**src/rtl/pe_mem_loader.sv**
```systemverilog
// PE memory-write transmitter: turns a header/payload load stream into PE column writes, then pulses start.
// Optional feature macro: PE_MEM_LOADER_CHECKSUM_EN adds a running payload checksum output.
module pe_mem_loader #(
  parameter int memDataLen        = 16,
  parameter int logMemNamespaces  = 2,
  parameter int logNumPeMemColumn = 2
) (
  input  logic                         clk,
  input  logic                         reset,
  input  logic                         load_go,
  input  logic [memDataLen-1:0]        src_data,
  input  logic                         src_valid,
  output logic                         src_ready,
  output logic                         mem_wrt_valid,
  output logic [logNumPeMemColumn-1:0] peId_mem_in,
  output logic [logMemNamespaces-1:0]  mem_data_type,
  output logic [memDataLen-1:0]        mem_data_input,
  output logic                         start,
  output logic                         busy,
  output logic [15:0]                  words_written
`ifdef PE_MEM_LOADER_CHECKSUM_EN
  ,
  output logic [memDataLen-1:0]        checksum
`endif
);

  localparam int cntLen = memDataLen - logMemNamespaces - logNumPeMemColumn;

  typedef enum logic [1:0] {IDLE, HDR, BURST, FIN} state_t;

  state_t                       state;
  logic [logMemNamespaces-1:0]  ns_q;
  logic [logNumPeMemColumn-1:0] pe_q;
  logic [cntLen-1:0]            cnt;

  logic [logMemNamespaces-1:0]  hdr_ns;
  logic [logNumPeMemColumn-1:0] hdr_pe;
  logic [cntLen-1:0]            hdr_cnt;
  logic                         hs;

  assign hdr_ns  = src_data[memDataLen-1 -: logMemNamespaces];
  assign hdr_pe  = src_data[cntLen +: logNumPeMemColumn];
  assign hdr_cnt = src_data[cntLen-1:0];

  // Ready is a pure decode of the state register, so it changes only on clock edges.
  assign src_ready = (state == HDR) || (state == BURST);
  assign busy      = (state != IDLE);
  assign hs        = src_valid && src_ready;

  // NOTE: every register here uses non-blocking assignment so all of them see pre-edge values.
  always_ff @(posedge clk or negedge reset) begin
    if (!reset) begin
      state          <= IDLE;
      ns_q           <= '0;
      pe_q           <= '0;
      cnt            <= '0;
      mem_wrt_valid  <= 1'b0;
      peId_mem_in    <= '0;
      mem_data_type  <= '0;
      mem_data_input <= '0;
      start          <= 1'b0;
      words_written  <= '0;
`ifdef PE_MEM_LOADER_CHECKSUM_EN
      checksum       <= '0;
`endif
    end else begin
      // Strobes default low; the write fields are left alone so they hold between writes.
      mem_wrt_valid <= 1'b0;
      start         <= 1'b0;
      unique case (state)
        IDLE: begin
          if (load_go) begin
            state         <= HDR;
            words_written <= '0;
`ifdef PE_MEM_LOADER_CHECKSUM_EN
            checksum      <= '0;
`endif
          end
        end
        HDR: begin
          if (hs) begin
            if (hdr_cnt == '0) begin
              state <= FIN;
            end else begin
              ns_q  <= hdr_ns;
              pe_q  <= hdr_pe;
              cnt   <= hdr_cnt;
              state <= BURST;
            end
          end
        end
        BURST: begin
          if (hs) begin
            mem_wrt_valid  <= 1'b1;
            mem_data_input <= src_data;
            peId_mem_in    <= pe_q;
            mem_data_type  <= ns_q;
            cnt            <= cnt - cntLen'(1);
            words_written  <= words_written + 16'd1;
`ifdef PE_MEM_LOADER_CHECKSUM_EN
            checksum       <= checksum + src_data;
`endif
            if (cnt == cntLen'(1)) state <= HDR;
          end
        end
        FIN: begin
          start <= 1'b1;
          state <= IDLE;
        end
        default: state <= IDLE;
      endcase
    end
  end

endmodule

```
**config.mk**
```make
export PLATFORM = sky130hd
export DESIGN_NAME = pe_mem_loader
export DESIGN_NICKNAME = d
export VERILOG_FILES = /design/src/rtl/pe_mem_loader.sv
export SDC_FILE = /design/constraint.sdc
export NUM_CORES = 1
export LEC_CHECK = 0
export CORE_MARGIN = 3
export CORE_UTILIZATION = 56
export DETAILED_ROUTE_END_ITERATION = 8
export PLACE_DENSITY_LB_ADDON = 0.12
export SLEW_MARGIN = 10
export SYNTH_ARGS = -nofsm -noshare
export SYNTH_HDL_FRONTEND = slang
export SYNTH_SLANG_ARGS = --single-unit
```
**constraint.sdc**
```tcl
create_clock -name clk -period 3.1 [get_ports clk]
set_input_delay 0.465 -clock clk [delete_from_list [all_inputs] [get_ports clk]]
set_output_delay 0.465 -clock clk [all_outputs]
set_load 0.005 [all_outputs]
```
==> impl_summary.md <==
Synth
In the synthesized netlist the dominant register cell turns out to be dfrtp_1. The number of distinct library cells after synthesis is 47. The netlist area before placement is 3030 sq um.

Yosys printed 0 warnings. Counting flops with an async set or reset pin after synthesis yields a share of 100%. Counting every net in the synthesized netlist gives 325. The number of synthesized flops with an enable pin is 0. The synthesized instance count is 298. The number of register bits inferred by synthesis is 56. A synthesized cell averages 10.2 sq um. The sequential-to-total area share from yosys stat is 46.3%.

CTS
Clock-pin slew was measured on the worst setup and hold paths at 0.09 ns. In this run the clock root is driven by a clkbuf_8. TritonCTS built the clock tree. The clock reaches the later pin of the worst-skew pair after 0.31 ns. The number of buffers added for setup after CTS is 0.

The quantity of gates resized following cts is 0. The post-cts hold buffer count is 0. The TritonCTS sink count is 56. The H-tree level count is 2. Buffers inserted during clock tree synthesis total 5.

The longest clock path from root to sink contains 2 buffers.

Placement
The count of port buffers added during placement is 59. The detailed-placement wirelength estimate is 4880 um. The final weighted congestion in routability-driven placement is 0.833.

Setup path
The category of the critical setup timing path is reg2reg. The startpoint of the worst register-to-register path is state[0]. The data required time at the worst endpoint is 3.35 ns.

The worst setup path is captured at a flip-flop. The endpoint of the worst register-to-register path is cnt[7]. The arrival time reported for the critical path endpoint is 2.65 ns.

The maximum fanout along the worst path is 29. The launching element type of the critical path is a flip-flop. The worst register-to-register path has a depth of 7.

The register-to-register path setup slack is 0.70 ns.

Pwr
For this design the static power due to leakage is 1.61 nW. IR analysis of the VDD net gives a maximum drop of 517 uV. Power spread over the standard cell area amounts to 809 nW/um^2. The design draws 3.03 mW.

Finish
In the layout the commonest cells are clkdlybuf4s50_1, dfrtp_1, nand2_1. The area growth from synthesis to layout is 23.8%. The ratio of cells with drive above 1 in the final layout is 12.3%. The number of nets in the layout is 377.

The layout has 378 filler cells. The library cell used most frequently in the layout, excluding fill and tap cells, is clkdlybuf4s50_1. The total inserted antenna cells is 0.

Floorplan
In this run the count of I/O pins placed on the die edge is 60. The starting density of the core is 58.6%. In this run the vertical extent of the chip is 79.5 um. The total core area is 5170 sq um. The floorplan step set the die width to 79.5 um. The cell row count is 26.

The full die area is 6330 sq um.

Detailed routing
The pre-antenna-repair detailed-routing pass consisted of 6 iterations. The initial detailed-routing violation count is 134. Dividing the detail-routed via count by the number of cells gives 6.01. The total via count in the routed design is 2530. The routed design has 6840 um of wire. The routed length per instance is 16.2 um. The residual antenna-violating net count after detailed routing is 0.

After detailed routing, the number of remaining DRC violations is 0.

STA
On the final layout, the worst clock skew is 0.00908 ns. Setup total negative slack on the finished layout was measured at 0 ns. Timing would allow up to 417 MHz. The final number of setup-violating endpoints is 0.

Setup repair after global routing left no endpoint under its margin. The clock period could shrink to 2.40 ns. The final-report max-slew violation count came to 0. The worst pin sits at a relative slew slack of 31.1%.

Across all hold checks on the routed design, the worst slack comes to 0.333 ns. The number of hold-slack violations in the final timing report was 0. The slew at the pin closest to its max-slew limit is 1.03 ns.

The fraction of the cycle the final worst path needs is 77.4%.

GRT
The number of global-route vias before repair was 2442. The combined global-route utilization of all metal layers is 22.9%. Entering global routing, the biggest net connects 48 pins. The number of antenna violations at the first check in global routing is 0. The first-pass GRT wire length is 11500 um. Global routing finished with a remaining overflow of 0.

Hold path
The worst hold path belongs to the class in2async.

Flow run
Max-cap violations in this run came to 0.

Status
The flow ran to the end, and the final reports show no timing, DRC or antenna violations.
registers in the layout, summed over array words and instances, names as in the netlist, 2 cells and up:
name / cells
mem_data_input: 16
ns_q: 2
mem_data_type: 2
words_written: 16
peId_mem_in: 2
pe_q: 2
state: 2
cnt: 12
metrics by stage:
| step | utilization (%) | setup WS (ns) | cells | cell area (sq um) |
|---|---|---|---|---|
| after floorplan | - | 1.12 | 298 | 3030 |
| after global placement | 70.2 | 0.574 | 413 | 3630 |
| after detailed placement | 70.2 | 0.526 | 413 | 3630 |
| after CTS | 72.5 | 0.726 | 421 | 3750 |
| after global routing | 72.5 | 0.581 | 421 | 3750 |
| final | 72.5 | 0.699 | 421 | 3750 |
Yosys cell counts, types with 2 or more instances:
cell	count	share of area [%]
clkbuf_1	13	1.6
or2_2	2	0.41
and2_1	3	0.62
inv_1	15	1.9
nor4b_1	2	0.58
nand2_1	27	3.3
nor3_1	7	1.2
buf_2	2	0.33
and4_1	2	0.58
mux2_2	19	7.1
mux2i_1	6	2.0
nor4_1	7	1.4
or4_1	9	2.2
nand3_1	14	2.3
a211o_1	8	2.3
ha_1	7	2.9
dfrtp_1	56	46
nor2_1	8	0.99
o41ai_1	5	1.4
o211ai_1	4	0.99
o32ai_1	3	0.87
o21ai_0	15	2.5
nand2b_1	11	2.3
a21oi_1	9	1.5
o31ai_1	10	2.5
clkbuf_8	2	0.91
or3_1	5	1.0
o311ai_0	3	0.87
a31oi_1	2	0.41
and3_1	5	1.0
where the power goes:
group,switching (mW),internal (mW)
combinational,0.629,0.702
clock,0.234,0.264
sequential,0.208,0.997
total,1.07,1.96
area by class of cell:
class	instances	area, sq um	share of cell area [%]
Multi-Input combinational cell	206	1450	38.5
Sequential cell	56	1400	37.4
Timing Repair Buffer	66	638	17.0
Inverter	15	56.3	1.50
Tap cell	70	87.6	2.34
Clock buffer	6	82.6	2.20
Clock inverter	2	38.8	1.03
cell families (layout without fill, tap and decap cells):
group / Yosys count / count (layout) / share of synthesized area (%)
AND/OR/NAND/NOR: 109 / 109 / 20.4
adder cells (fa/ha/maj): 7 / 7 / 2.89
flip-flops: 56 / 56 / 46.3
multiplexers: 25 / 25 / 9.05
AO/OA/AOI/OAI: 65 / 65 / 15.3
buffers and inverters: 36 / 89 / 6.03
layer usage:
| metal | up-vias | track usage (%) | routed length, um |
|---|---|---|---|
| met5 | - | 0 | 0 |
| li1 | 1204 | - | - |
| met4 | 0 | 4.98 | 59 |
| met1 | 1226 | 32.0 | 3040 |
| met2 | 94 | 35.3 | 3210 |
| met3 | 6 | 6.55 | 531 |
worst max-delay path: stages, from the launching register on:
cell     delay (ns)
dfrtp_1        0.44
inv_1          0.11
ha_1           0.30
buf_4          0.35
inv_1          0.30
or4_1          0.58
nor3_1         0.15
a211o_1        0.12
worst max-delay path by stage:
stage / start / end / depth (start not counted)
after floorplan: src_data[5] / cnt[7] / 6
final: state[0] / cnt[7] / 7
after CTS: state[0] / cnt[6] / 7
after global routing: state[0] / cnt[6] / 7
after detailed placement: src_data[2] / cnt[1] / 6
after global placement: src_data[2] / cnt[1] / 6
Power figures use the tool's default switching activity.
==> edit, RTL diff (config.mk and constraints unchanged) <==
`logMemNamespaces`: 2 -> 1.
--- a/src/rtl/pe_mem_loader.sv
+++ b/src/rtl/pe_mem_loader.sv
@@ -2,7 +2,7 @@
 // Optional feature macro: PE_MEM_LOADER_CHECKSUM_EN adds a running payload checksum output.
 module pe_mem_loader #(
   parameter int memDataLen        = 16,
-  parameter int logMemNamespaces  = 2,
+  parameter int logMemNamespaces  = 1,
   parameter int logNumPeMemColumn = 2
 ) (
   input  logic                         clk,
Interface: changed (resized mem_data_type); port bits go from 60 to 59. The function was not compared with the original's and may differ.
==> edit against the original RTL <==
  * Via count is 6.5% higher
  * Final area rose by 0.87%
  * Sequential cell count shrank 1
  * Area after synthesis grew 0.21%
  * Die area grew 0.20%
  * Critical path depth fell by 1
  * Power up 1.5%
  * Fmax fell by 1.7%
  * Sequential share of layout area shrank 0.98 points
  * Routed wire length grew 6.4%
  * Final cell count rose by 2.4%
  * Setup slack got worse by 41 ps
  * Global-route usage is 1.6 points higher
  * Largest cell class unchanged
  * Largest power group unchanged
==> edit: results (changes against the original RTL) <==
LEAKAGE - 1.53 nW (was 1.61 nW)
Reg2reg path depth - 6 (was 7)
Root Driver - clkbuf_8 (unchanged)
Pin count of the biggest net entering global routing - 35 (was 48)
Reg2reg setup slack - 660 ps (was 700 ps)
Initial DRC Count - 123 (was 134)
Share of cells above drive strength 1 - 0.147 (was 0.123)
Max Fanout on Critical Path - 11 (was 29)
Via/cell ratio - 6.25 (was 6.01)
Worst path arrival time - 2690 ps (was 2650 ps)
Gr usage total - 0.245 (was 0.229)
Worst vdd ir - 0.000515 V (was 0.000517 V)
First-pass GRT wire length - 12,200 um (was 11,500 um)
Status - finished, final reports clean (unchanged)
Nets@finish - 388 (was 377)
Area contributors post-synth - dfrtp_1 45%, mux2_2 8.5%, nor4_1 4.5%, o31ai_1 3.0%, ha_1 2.9% (was dfrtp_1 46%, mux2_2 7.1%, nand2_1 3.3%, ha_1 2.9%, o21ai_0 2.5%)
WL per Instance - 16.9 um (was 16.2 um)
Slew headroom - 0.609 (was 0.311)
Seq/Total Area, Yosys - 0.453 (was 0.463)
Synth cell count leaders - 55 x dfrtp_1, 23 x mux2_2, 22 x nor4_1 (was 56 x dfrtp_1, 27 x nand2_1, 19 x mux2_2)
Syn nets - 331 (was 325)
RR Endpoint - words_written[11] (was cnt[7])
Port bufs - 58 (was 59)
Met2 Use GR - 0.396 (was 0.353)
Met3 usage - 0.0542 (was 0.0655)
FILL cells - 358 (was 378)
Biggest regs - mem_data_input: 16 flops, words_written: 16 flops, cnt: 13 flops (was mem_data_input: 16 flops, words_written: 16 flops, cnt: 12 flops)
First-pass DRT Iterations - 5 (was 6)
GRT met1 Usage - 0.327 (was 0.320)
Final Skew - 8.36 ps (was 9.08 ps)
GP Congestion - 0.894 (was 0.833)
DP HPWL - 5350 um (was 4880 um)
PostCTS Resize Cnt - 0 (unchanged)
Clk slew on worst S/H paths - 100 ps
Vias in the first global route - 2,483 (was 2,442)
Hold Worst Slack - 119 ps (was 333 ps)
edit: layout make-up:
type	count	area share
sequential	55	0.364
clock inverter	2	0.00364
tap	70	0.0232
inverter	12	0.0119
multi-input combinational	220	0.409
timing repair buffer	67	0.170
clock buffer	5	0.0182
edit: metrics by stage:
stage          setup slack [ps]  cells  cell area, um^2   util  power [mW]
4_1_cts                     693    431             3780  0.731        3.09
6_report                    658    431             3780  0.731        3.08
3_3_place_gp                629    424             3700  0.715        2.65
3_5_place_dp                607    424             3700  0.715        2.69
2_1_floorplan               936    304             3040      -        2.09
5_1_grt                     527    431             3780  0.731        3.32
edit: logic make-up (layout without fill, tap and decap cells):
family,after synthesis,count (layout),share of synthesized area
flip-flops,55,55,0.453
adder cells (fa/ha/maj),7,7,0.0289
multiplexers,29,29,0.105
AO/OA/AOI/OAI,62,62,0.148
AND/OR/NAND/NOR,118,118,0.217
buffers and inverters,29,86,0.0367
XOR/XNOR,4,4,0.0115
edit: per-layer routing:
layer / wire length, um / share of wire
met1: 3080 / 0.42
met5: 0 / 0
met3: 480 / 0.066
met2: 3610 / 0.50
met4: 108 / 0.015
edit: worst max-delay path by stage:
| stage | start | end |
|---|---|---|
| 2_1_floorplan | state[0] | words_written[11] |
| 3_3_place_gp | src_data[4] | pe_q[0] |
| 3_5_place_dp | src_data[4] | pe_q[1] |
| 4_1_cts | state[0] | words_written[11] |
| 5_1_grt | state[0] | words_written[15] |
| 6_report | state[0] | words_written[11] |
edit: where the power goes:
| part | internal [mW] | switching (mW) |
|---|---|---|
| sequential | 0.978 | 0.241 |
| clock | 0.155 | 0.233 |
| combinational | 0.775 | 0.698 |
edit: critical path: stages, from the launching register on:
cell and delay [ps]:
dfrtp_1 420, inv_1 140, ha_1 400, mux2i_1 260
or3_1 500, or4_1 520, a21oi_1 150
